$ cat config.mk
export PLATFORM = sky130hd
export DESIGN_NAME = uart8_rx_controller
export DESIGN_NICKNAME = d
export VERILOG_FILES = /design/src/rtl/uart8_rx_controller.sv
export SDC_FILE = /design/constraint.sdc
export NUM_CORES = 1
export LEC_CHECK = 0
export ABC_AREA = 1
export CORE_MARGIN = 3
export CORE_UTILIZATION = 48
export CTS_CLUSTER_SIZE = 8
export DETAILED_ROUTE_END_ITERATION = 10
export GPL_TIMING_DRIVEN = 0
export HOLD_SLACK_MARGIN = 0.08
export PLACE_DENSITY_LB_ADDON = 0.25
export SYNTH_ARGS = -nofsm -noshare
export SYNTH_HDL_FRONTEND = slang
export SYNTH_SLANG_ARGS = --single-unit
$ cat constraint.sdc
create_clock -name clk -period 5.2 [get_ports clk]
set_input_delay 1.04 -clock clk [delete_from_list [all_inputs] [get_ports clk]]
set_output_delay 1.04 -clock clk [all_outputs]
set_load 0.01 [all_outputs]
$ cat src/rtl/uart8_rx_controller.sv
// Receive-side controller for an 8-bit UART: gates the receiver through OFF/ARM/RUN/DRAIN,
// captures each completed byte into a small FIFO and keeps saturating error statistics.
module uart8_rx_controller #(
    parameter int DEPTH = 4
) (
    input  logic       clk,
    input  logic       reset,
    input  logic       en,
    input  logic       clr_stats,
    input  logic       rx_busy,
    input  logic       rx_done,
    input  logic       rx_err,
    input  logic [7:0] rx_out,
    input  logic       out_ready,
    output logic       rx_en,
    output logic [7:0] out_data,
    output logic       out_valid,
    output logic [4:0] level,
    output logic [7:0] overrun_count,
    output logic [7:0] err_count,
    output logic       active,
    output logic [1:0] state_dbg
);
    // Handshake: a byte leaves the FIFO on every clk edge where out_valid && out_ready;
    // out_valid never waits on out_ready, and out_data holds the head until it is popped.

    localparam int         PW   = (DEPTH > 1) ? $clog2(DEPTH) : 1;
    localparam logic [4:0] FULL = 5'(DEPTH);

    typedef enum logic [1:0] {
        OFF   = 2'd0,
        ARM   = 2'd1,
        RUN   = 2'd2,
        DRAIN = 2'd3
    } state_t;

    state_t          state;
    logic            arm_cnt;
    logic [7:0]      drain_timer;
    logic            done_q;
    logic            err_q;
    logic [PW-1:0]   wr_ptr;
    logic [PW-1:0]   rd_ptr;
    logic [7:0]      mem [DEPTH];

    logic listening;
    logic done_rise;
    logic err_rise;
    logic push_req;
    logic push_ok;
    logic pop;
    logic overrun;

    assign done_rise = rx_done & ~done_q;
    assign err_rise  = rx_err & ~err_q;
    assign listening = (state == RUN) || (state == DRAIN);
    assign push_req  = listening & done_rise;
    assign out_valid = (level != 5'd0);
    assign pop       = out_valid & out_ready;
    // A full FIFO still accepts a byte when the head leaves on the same edge.
    assign push_ok   = push_req & ((level != FULL) | pop);
    assign overrun   = push_req & (level == FULL) & ~pop;
    assign out_data  = out_valid ? mem[rd_ptr] : 8'h00;
    assign state_dbg = state;

    always_ff @(posedge clk) begin
        if (!reset && push_ok) begin
            mem[wr_ptr] <= rx_out;
        end
    end

    always_ff @(posedge clk) begin
        if (reset) begin
            state         <= OFF;
            rx_en         <= 1'b0;
            active        <= 1'b0;
            arm_cnt       <= 1'b0;
            drain_timer   <= 8'd0;
            done_q        <= 1'b0;
            err_q         <= 1'b0;
            wr_ptr        <= '0;
            rd_ptr        <= '0;
            level         <= 5'd0;
            overrun_count <= 8'd0;
            err_count     <= 8'd0;
        end else begin
            done_q <= rx_done;
            err_q  <= rx_err;

            case (state)
                OFF: begin
                    if (en) begin
                        state   <= ARM;
                        rx_en   <= 1'b1;
                        active  <= 1'b1;
                        arm_cnt <= 1'b0;
                    end
                end
                ARM: begin
                    if (!en) begin
                        state  <= OFF;
                        rx_en  <= 1'b0;
                        active <= 1'b0;
                    end else if (arm_cnt) begin
                        state <= RUN;
                    end else begin
                        arm_cnt <= 1'b1;
                    end
                end
                RUN: begin
                    if (!en) begin
                        if (rx_busy) begin
                            state       <= DRAIN;
                            drain_timer <= 8'd0;
                        end else begin
                            state  <= OFF;
                            rx_en  <= 1'b0;
                            active <= 1'b0;
                        end
                    end
                end
                DRAIN: begin
                    // en is deliberately ignored here: a started drain always completes.
                    drain_timer <= drain_timer + 8'd1;
                    if (done_rise || err_rise || !rx_busy || drain_timer == 8'd191) begin
                        state  <= OFF;
                        rx_en  <= 1'b0;
                        active <= 1'b0;
                    end
                end
            endcase

            if (push_ok) begin
                wr_ptr <= wr_ptr + PW'(1);
            end
            if (pop) begin
                rd_ptr <= rd_ptr + PW'(1);
            end
            if (push_ok && !pop) begin
                level <= level + 5'd1;
            end else if (pop && !push_ok) begin
                level <= level - 5'd1;
            end

            if (clr_stats) begin
                overrun_count <= 8'd0;
            end else if (overrun && overrun_count != 8'hFF) begin
                overrun_count <= overrun_count + 8'd1;
            end

            if (clr_stats) begin
                err_count <= 8'd0;
            end else if (listening && err_rise && err_count != 8'hFF) begin
                err_count <= err_count + 8'd1;
            end
        end
    end

endmodule
; ---- Yosys cells after proc, flatten, opt, wreduce, memory -nomap -nowiden
; Memories as Yosys holds them, arrays and structs flattened. A register that Yosys moved wholly into a read port is not among the register bits.
; Cells that the tools add are included.
[totals]
reg_bits = 39
latch_bits = 0
ramBits = 32
rom_bits = 0
in_bits = 16
out_inout_bits = 34
wordCells = 95
n_memories = 1
[classes]
addsub = 7
multipliers = 0
div_mod_pow = 0
n_lt_le_gt_ge = 0
n_eq_ne = 16
shifts = 0
mux = 25
n_bitwise = 11
reduce_logical = 24
[memory_table]
columns = name, depth, width, rd, rd_ports_with_merged_regs, write_ports, line
row1 = mem, 4, 8, 1, 1, 1, 44  ; logic [7:0] mem [DEPTH];
[op_table]
columns = op, count
row1 = $add A8 B1 Y8 const B, 3
row2 = $mux W8, 3
row3 = $mux W2, 8
row4 = $ne A8 B8 Y1 const B, 2
row5 = $pmux W8 S2, 1
row6 = $ne A2 B2 Y1 const B, 6
row7 = $mux W5, 2
row8 = $eq A8 B8 Y1 const B, 1
row9 = $mux W1, 8
row10 = $pmux W2 S4, 1
row11 = $and A1 B1 Y1, 7
row12 = $logic_and A1 B1 Y1, 6
row13 = $reduce_and A3 Y1, 2
row14 = $reduce_bool A2 Y1, 3
row15 = $add A5 B1 Y5 const B, 1
row16 = $eq A5 B3 Y1 const B, 1
row17 = $ne A5 B3 Y1 const B, 1
row18 = $reduce_and A5 Y1, 1
row19 = $reduce_bool A5 Y1, 1
row20 = $sub A5 B1 Y5 const B, 1
row21 = $add A2 B1 Y2 const B, 2
row22 = $eq A2 B2 Y1 const B, 2
row23 = $logic_not A1 Y1, 4
row24 = $logic_or A1 B1 Y1, 4
row25 = 10 further kinds, 12

; ---- Depth between registers and ports, before layout
[logic_depth]
depth_word = 8
ltp_mapped = 15
depth_no_buf = 15

; ---- Worst setup path after synthesis
; No wires, ideal clock.
[synth_path]
kind = in2reg
from = input rx_done
to = register level[4]
setup_ns = 0.134
arrival_ns = 2.497
required_ns = 5.066
setup_slack_ns = 2.569
stages = 12
path_cell_list = nand2_1 nor2_4 inv_2 nor2_4 ha_1 inv_1 fa_1 nand3_1 nand2_1 xor2_1 nand2_1 a21oi_1
[synth_via]
elab_chain_cells = 6
word_cells_on_any_way = 8
[synth_rtl]
columns = item, line
row1 = start: declaration, 11  ; input logic rx_done,
row2 = $and A1 B1 Y1 (*), 54  ; assign done_rise = rx_done & ~done_q;
row3 = $and A1 B1 Y1 (*), 57  ; assign push_req = listening & done_rise;
row4 = $and A1 B1 Y1 (*), 61  ; assign push_ok = push_req & ((level != FULL) | pop);
row5 = $logic_not A1 Y1, 141  ; end else if (pop && !push_ok) begin
row6 = $logic_and A1 B1 Y1, 141
row7 = $reduce_bool A2 Y1 (no source line), -
row8 = end signal: assignment, 140  ; level <= level + 5'd1;
row9 = end signal: assignment, 142  ; level <= level - 5'd1;
row10 = end: declaration, 18  ; output logic [4:0] level,
; Every way passes the cells marked *; elsewhere a longest branch is shown, timed or not.
; A chain may end at the register's enable or synchronous reset.

==> flow_metrics.py <==
metrics = {
    "outcome": {
        "run_status": "completed",
    },
    "clock_network": {
        "cts_buffers": 9,
        "insertion_delay_ns": 0.35,
        "cts_tree": "built",
        "htree_levels": 3,
        "cts_setup_buffers": 0,
        "cts_resized": 0,
        "hold_buffers": 0,
        "root_buffer": "clkbuf_8",
        "clk_pin_slew_worst_paths_ns": 0.08,
        "clkSinkCount": 73,
        "clk_path_buf_depth": 2,
    },
    "timing": {
        "tightest_slew_ns": 0.782,
        "finalMaxSlewViolations": 0,
        "slew_headroom_pct": 47.7,
        "post-route-period-util_pct": 65.5,
        "whs_ns": 0.485,
        "fmax_mhz": 294,
        "hold_violations": 0,
        "fin_crit_ns": 3.41,
        "tns_ns": 0,
        "setup_viol": 0,
        "setup_slack_ns": 1.79,
        "rsz0062_at_grt": "false",
        "clock_skew_ns": 0.0101,
    },
    "placement": {
        "gp_congestion": 0.846,
        "numPlacedInstances": 574,
        "place_hpwl_um": 5400,
        "dp_slack_ns": 1.86,
        "place_area_um2": 4120,
        "portBuffers": 48,
    },
    "finish": {
        "antenna_cells": 0,
        "drive_above_1_share_pct": 8.91,
        "layout.nets": 517,
        "layoutNonFillerInstCount": 590,
        "area_delta_synth_final_pct": 22.3,
        "utilization_pct": 62.0,
        "fin_area_um2": 4310,
    },
    "drt": {
        "vias": 2925,
        "ant_nets": 0,
        "drt_wl_total_um": 7570,
        "drc": 0,
        "firstDrtPassIters": 4,
        "wl_per_cell_um": 12.8,
        "vias_per_cell": 4.96,
        "drtIter0Drc": 107,
    },
    "global_routing": {
        "grt_overflow": 0,
        "first_global_vias": 2904,
        "grt_pass1_wl_um": 12900,
        "antenna_found_initial": 0,
        "globalRouteTotalUtil_pct": 19.0,
        "grt_max_degree": 16,
    },
    "setup_path": {
        "crit_path_end": "out_data[7]",
        "crit_type": "flip-flop to output port",
        "required_ns": 4.16,
        "cp.arrival_ns": 2.37,
        "start_kind": "flip-flop",
        "reg2reg_to": "level[4]$_SDFFE_PP0P_",
        "path_max_fanout": 9,
        "crit_path_end_kind": "output port",
        "critPathMaxStageDelay_ns": 0.57,
        "slowest_stage": "clkdlybuf4s50_1",
        "r2r_start": "state_dbg[1]$_SDFFE_PP0P_",
        "r2r_slack_ns": 2.87,
        "worstPathCellList": "clkbuf_1, inv_1, nor2_1, o21ai_0, a21oi_1, clkdlybuf4s50_1",
        "reg2reg_depth": 12,
    },
    "pwr": {
        "switching_power_uw": 623,
        "sw_frac_of_total_pct": 36.3,
        "powerDensity_nw_per_um2": 399,
        "power_frac_seq_pct": 39.8,
        "p_int_mw": 1.09,
        "p_leak_nw": 1.60,
        "clock_power_share_pct": 24.3,
        "pwr-share-comb_pct": 35.9,
        "vdd_drop_max_mv": 0.274,
        "power_mw": 1.72,
    },
    "synth": {
        "synth-simple-area-share_pct": 24.9,
        "synth_cells": 430,
        "syn-cell-area_um2": 3520,
        "async_flop_share_pct": 0,
        "ys_ff_latch": 73,
        "synth_xor_area_share_pct": 2.98,
        "synth_area_leaders": "edfxtp_1, dfxtp_1, nand2_1, nor2_1, a21oi_1",
        "synth_mux_area_share_pct": 0,
        "synth_compound_area_share_pct": 10.4,
        "ys_types": 30,
        "synth-edff-count": 32,
        "synthAdderAreaFrac_pct": 4.48,
        "synth_top_family_by_area": "simple AND/OR/NAND/NOR gates",
        "yosysMostFrequentCell": "nand2_1",
        "syn_area_per_cell_um2": 8.19,
        "yosys_warnings": 0,
        "ys_seq_area_share_pct": 50.6,
        "synth_nets": 458,
        "synthFlopType": "dfxtp_1",
        "synth_common_cells": "nand2_1, nor2_1, inv_1",
        "yosysTopAreaCell": "edfxtp_1",
        "synth_top_area_share_pct": 27.3,
    },
    "die": {
        "core_area_um2": 6940,
        "die_h_um": 91.7,
        "start_util_pct": 50.7,
        "die_x_um": 91.7,
        "ioPinCount": 50,
        "dieArea_um2": 8400,
        "row_count": 30,
    },
    "run": {
        "cap_violations": 0,
    },
    "worst_hold_path": {
        "min_path_type": "flip-flop to flip-flop",
        "hold_depth": 2,
    },
}
cell usage in the layout, fill, tap and decap left out, drive strengths merged, types with 3 or more instances in the layout:
master,count
a21oi,39
buf,5
clkbuf,12
clkdlybuf4s50,48
clkinvlp,3
dfxtp,41
edfxtp,32
ha,11
inv,57
nand2,83
nand3,28
nand4,4
nor2,79
nor3,4
o21ai,30
xnor2,5
xor2,7
worst max-delay path, delay by kind of cell (launching register included):
family,cells,cell delay [ns]
AO/OA/AOI/OAI,2,0.31
buffers and inverters,3,1.24
flip-flops,1,0.31
AND/OR/NAND/NOR,1,0.16
flip-flops by register name, summed over array words and instances (netlist names), named ones only:
signal and cells:
drain_timer 8, err_count 8, arm_cnt 1, err_q 1
state_dbg 2, rd_ptr 2, level 5, wr_ptr 2
mem 32, active 1, overrun_count 8, done_q 1
cell type report:
class                           instances  area [um^2]
Inverter                               53          199
Clock inverter                          7         60.1
Buffer                                  8         37.5
Timing Repair Buffer                   48          480
Clock buffer                            9          124
Sequential cell                        73         1780
Tap cell                               96          120
Fill cell                             612         2640
Multi-Input combinational cell        296         1500
worst min path at each step:
stage	from	to	slack [ns]
after floorplan	arm_cnt$_SDFFE_PP0P_	arm_cnt$_SDFFE_PP0P_	0.45
after global placement	arm_cnt$_SDFFE_PP0P_	arm_cnt$_SDFFE_PP0P_	0.46
after detailed placement	overrun_count[1]$_SDFFE_PP0P_	overrun_count[1]$_SDFFE_PP0P_	0.47
after CTS	overrun_count[1]$_SDFFE_PP0P_	overrun_count[1]$_SDFFE_PP0P_	0.49
after global routing	overrun_count[1]$_SDFFE_PP0P_	overrun_count[1]$_SDFFE_PP0P_	0.52
final	arm_cnt$_SDFFE_PP0P_	arm_cnt$_SDFFE_PP0P_	0.48
power by group through the flow:
| stage | clock (mW) | sequential, mW | combinational (mW) |
|---|---|---|---|
| 4_1_cts | 0.426 | 0.685 | 0.621 |
| 5_1_grt | 0.449 | 0.692 | 0.684 |
| 6_report | 0.418 | 0.684 | 0.616 |
| 2_1_floorplan | 0 | 0.699 | 0.353 |
| 3_3_place_gp | 0 | 0.696 | 0.600 |
| 3_5_place_dp | 0 | 0.698 | 0.615 |
routing by layer:
metal | vias up | global-route usage (%) | wire (um)
li1 | 1523 | - | -
met1 | 1340 | 23.5 | 3480
met2 | 49 | 32.1 | 3710
met3 | 13 | 3.20 | 233
met4 | 0 | 8.79 | 142
met5 | - | 0 | 0
logic make-up after synthesis:
kind of cell | count (synthesis)
AOI/OAI and AO/OA | 71
DFF | 73
buffers and inverters | 61
xor gates and xnor gates | 12
adders and majority gates | 12
and+or+nand+nor | 201
No activity file was read; power rests on OpenSTA's default activity.
==> patch 1: new RTL, same settings <==
Put one more register stage on the output `err_count`, without a reset. The value now appears one clock later. The other outputs are not delayed to match.
--- a/src/rtl/uart8_rx_controller.sv
+++ b/src/rtl/uart8_rx_controller.sv
@@ -33,6 +33,8 @@
         RUN   = 2'd2,
         DRAIN = 2'd3
     } state_t;
+
+    logic [7:0] err_count_s0;
 
     state_t          state;
     logic            arm_cnt;
@@ -82,7 +84,7 @@
             rd_ptr        <= '0;
             level         <= 5'd0;
             overrun_count <= 8'd0;
-            err_count     <= 8'd0;
+            err_count_s0  <= 8'd0;
         end else begin
             done_q <= rx_done;
             err_q  <= rx_err;
@@ -149,11 +151,15 @@
             end
 
             if (clr_stats) begin
-                err_count <= 8'd0;
-            end else if (listening && err_rise && err_count != 8'hFF) begin
-                err_count <= err_count + 8'd1;
+                err_count_s0 <= 8'd0;
+            end else if (listening && err_rise && err_count_s0 != 8'hFF) begin
+                err_count_s0 <= err_count_s0 + 8'd1;
             end
         end
     end
 
+    always_ff @(posedge clk) begin
+        err_count <= err_count_s0;
+    end
+
 endmodule
Behaviour: not the same (Yosys sat finds a counterexample within 10 cycles, from zero or initial values and one cycle with reset high).
==> patch 1 against the unedited design <==
  * Design area increased by 5.2%
  * Cell count is 3.6% higher
  * Total power up 5.5%
  * Highest routed layer unchanged
  * Setup slack better by 0.049 ns
  * Critical endpoint is now out_data[0]
  * Sequential cell count is 8 higher
  * Clock power rose by 4%
  * Critical path depth unchanged
  * Core utilization down 0.86 points
  * Critical path type unchanged
  * Wire length is 0.45% lower
  * Hold slack worse by 0.10 ns
  * Area after synthesis increased by 6.3%
  * Largest cell class unchanged
==> patch 1: results (changes against the unedited design) <==
outcome=finished clean; core area=7408 um^2 (+6.7%); most frequent cells after synthesis=80 x nand2_1, 68 x nor2_1, 55 x inv_1; Inverters=61 (+15%); placed cells=595 (+3.7%); switching power total=0.6484 mW (+4.0%); vias in the first global route=2779 (-4.3%); pre-CTS setup slack=1.871 ns (+0.01462 ns); post-DP HPWL=5372 um (-0.56%); unique cell type count in the Yosys netlist=29 (-3.3%); Seq/Total Area, Yosys=51.89% (+1.3 points); Hold Startpoint=err_count_s0[6]; Design Area, Final=4531 um^2 (+5.2%); peak supply drop=0.0002270 V (-17%); #MultiIn Comb=297 (+0.34%); Non-Clock Buffer Count=57 (+1.8%); met1 WL=3483 um (about the same); Clock buffers and inverters, area share=4.060% (-0.21 points); final std cells w/o fill=611 (+3.6%); clock power share=23.9% (-0.4 points); GR Util met1=23.30% (-0.19 points); buffering overhead=11.52% (-0.51 points); vias post-DR=3022 (+3.3%); PwrDens=400.1 nW/um^2 (+0.33%); Reg area=1942 um^2 (+9.0%); DR iter-0 viols=119 (+11%)
-- patch 1: changes by cell type in the layout (fill, tap and decap cells not counted), moves of 3 or more --
cell,unedited run,this run
clkinvlp_4,3,0
inv_1,47,55
o21ai_1,6,0
nand3_2,0,3
dfxtp_1,41,49
nand2_2,5,1
o21ai_0,24,31
-- patch 1: worst min-delay path by stage --
| stage | endpoint | slack [ns] | cells after the start |
|---|---|---|---|
| after global placement | err_count[6] | 0.37 | 0 |
| after CTS | err_count[6] | 0.38 | 0 |
| final | err_count[6] | 0.38 | 0 |
| after floorplan | err_count[6] | 0.35 | 0 |
| after global routing | err_count[6] | 0.39 | 0 |
| after detailed placement | err_count[6] | 0.36 | 0 |
-- patch 1: cells by family after synthesis --
kind of cell / count (synthesis)
XOR/XNOR: 10
flip-flops: 81
AO/OA/AOI/OAI: 75
adder cells (fa/ha/maj): 12
AND/OR/NAND/NOR: 200
buffers and inverters: 70
==> patch 2: new RTL, config.mk and constraints unchanged <==
Without the edit above. `DEPTH`: 4 -> 8.
--- a/src/rtl/uart8_rx_controller.sv
+++ b/src/rtl/uart8_rx_controller.sv
@@ -1,7 +1,7 @@
 // Receive-side controller for an 8-bit UART: gates the receiver through OFF/ARM/RUN/DRAIN,
 // captures each completed byte into a small FIFO and keeps saturating error statistics.
 module uart8_rx_controller #(
-    parameter int DEPTH = 4
+    parameter int DEPTH = 8
 ) (
     input  logic       clk,
     input  logic       reset,
Formal check against the unedited RTL: same outputs for any inputs over 10 cycles, from zero or initial values and one cycle with reset high; that may be too few to reach the edited logic, so the function may still have changed.
==> patch 2 against the unedited design <==
  * Sequential cell count rose by 35
  * Wire length rose by 32%
  * Sequential power rose by 46%
  * Cell count rose by 25%
  * Maximum frequency rose by 2.4%
  * Setup slack improved by 0.081 ns
  * Total power rose by 34%
  * Core utilization fell by 3.8 points
  * Design area rose by 33%
  * Count of clock-buffer cells in the layout did not move
  * Via count rose by 29%
  * Area after synthesis rose by 39%
  * Die area rose by 36%
  * Critical path type unchanged
  * Critical endpoint unchanged
  * Highest routed layer unchanged
==> patch 2: results (changes against the unedited design) <==
leakage dissipation=2.098 nW (+31%); Synth Instances=539 (+25%); Synth Area in Compound Gates=9.949% (-0.42 points); M3 GR Usage=4.094% (+0.89 points); peak supply drop=0.0002392 V (-13%); Final nets=624 (+21%); layout cell share with drive strength beyond 1=8.970% (+0.063 points); first-pass GRT wire length=16950 um (+32%); most frequent cells after synthesis=105 x nor2_1, 86 x nand2_1, 64 x edfxtp_1; DP Area=5552 um^2 (+35%); clock-pin slew on the worst setup and hold paths=0.10 ns (+0.02 ns); final std cells w/o fill=735 (+25%); actual slew at the worst max-slew pin=1.247 ns (+0.4656 ns); post-DP HPWL=7227 um (+34%); worst reg2reg setup slack=2.74 ns (-0.13 ns); buffering overhead=9.703% (-2.3 points); fmax=300.7 MHz (+2.4%); post-synthesis xor/xnor area fraction=1.250% (-1.7 points); top cells by area, synth=edfxtp_1 39%, dfxtp_1 18%, nor2_1 8.0%; met1 WL=4299 um (+23%); post-synthesis adder-cell area fraction=2.704% (-1.8 points); unique cell type count in the Yosys netlist=33 (+10%); Clock buffers and inverters, area share=3.162% (-1.1 points); Synth Net Count=565 (+23%); Seq/total area=48.84% (+7.5 points); gr usage total=18.46% (-0.49 points); hold slack=0.4609 ns (-0.02408 ns); wire per inst=13.59 um (+5.9%); clock skew=0.01205 ns (+0.001921 ns); Root Buffer=clkbuf_8; number of H-tree levels=3 (unchanged); Non-Clock Buffer Count=63 (+13%); placed cells=720 (+25%); largest net degree at the start of global routing=20 (+4); FFs & Latches=108 (+48%); Port Buf Inserts=48 (unchanged); area of the multi-input gates=1839 um^2 (+22%); number of synthesized flops with an enable pin=64 (+100%); Inverters=51 (-3.8%); GR Util met1=21.36% (-2.1 points); #MultiIn Comb=365 (+23%); DR iter-0 viols=209 (+95%); Clock Latency Late Sink=0.37 ns (+0.02 ns); CP arrival=2.29 ns (-0.08 ns); post-cts resize count=0 (unchanged); met3 WL=412 um (+77%); Reg area=2803 um^2 (+57%); GR Util met2=34.50% (+2.4 points); vias post-DR=3775 (+29%); max FFs per register=64 (+100%); outcome=finished clean; core area=9864 um^2 (+42%); Final GP Congestion=0.8293 (-2.0%); routed length on met2=5148 um (+39%); fillers=872 (+42%); Seq/Total Area, Yosys=57.14% (+6.6 points); worst-path fanout max=10 (+1); pre-CTS setup slack=1.546 ns (-0.3110 ns)
## patch 2: cell types whose count changed in the layout (fill, tap and decap cells not counted), sizes merged, moves of 5 or more
cell	before	now
o21ai	30	53
edfxtp	32	64
nor3	4	9
a31oi	0	8
nand2	83	92
nand3	28	33
nor2	79	114
a21oi	39	30
## patch 2: logic make-up (layout without fill, tap and decap cells)
kind of cell / count (synthesis) / in the layout
DFF: 108 / 108
AOI/OAI and AO/OA: 93 / 93
xor gates and xnor gates: 7 / 7
adders and majority gates: 10 / 10
buffers and inverters: 66 / 129
and+or+nand+nor: 255 / 255
## patch 2: worst paths after layout
path	from	end	cells after the start
min reg2reg	arm_cnt	arm_cnt	2
min	arm_cnt	arm_cnt	2
max	register	out_data[7]	8
max reg2reg	state_dbg[1]	mem[2][3]	6
## patch 2: report_power, final
group | switching, mW | total (mW) | internal (mW)
Sequential | 0.0542 | 1.00 | 0.949
Clock | 0.292 | 0.475 | 0.183
Combinational | 0.465 | 0.825 | 0.360
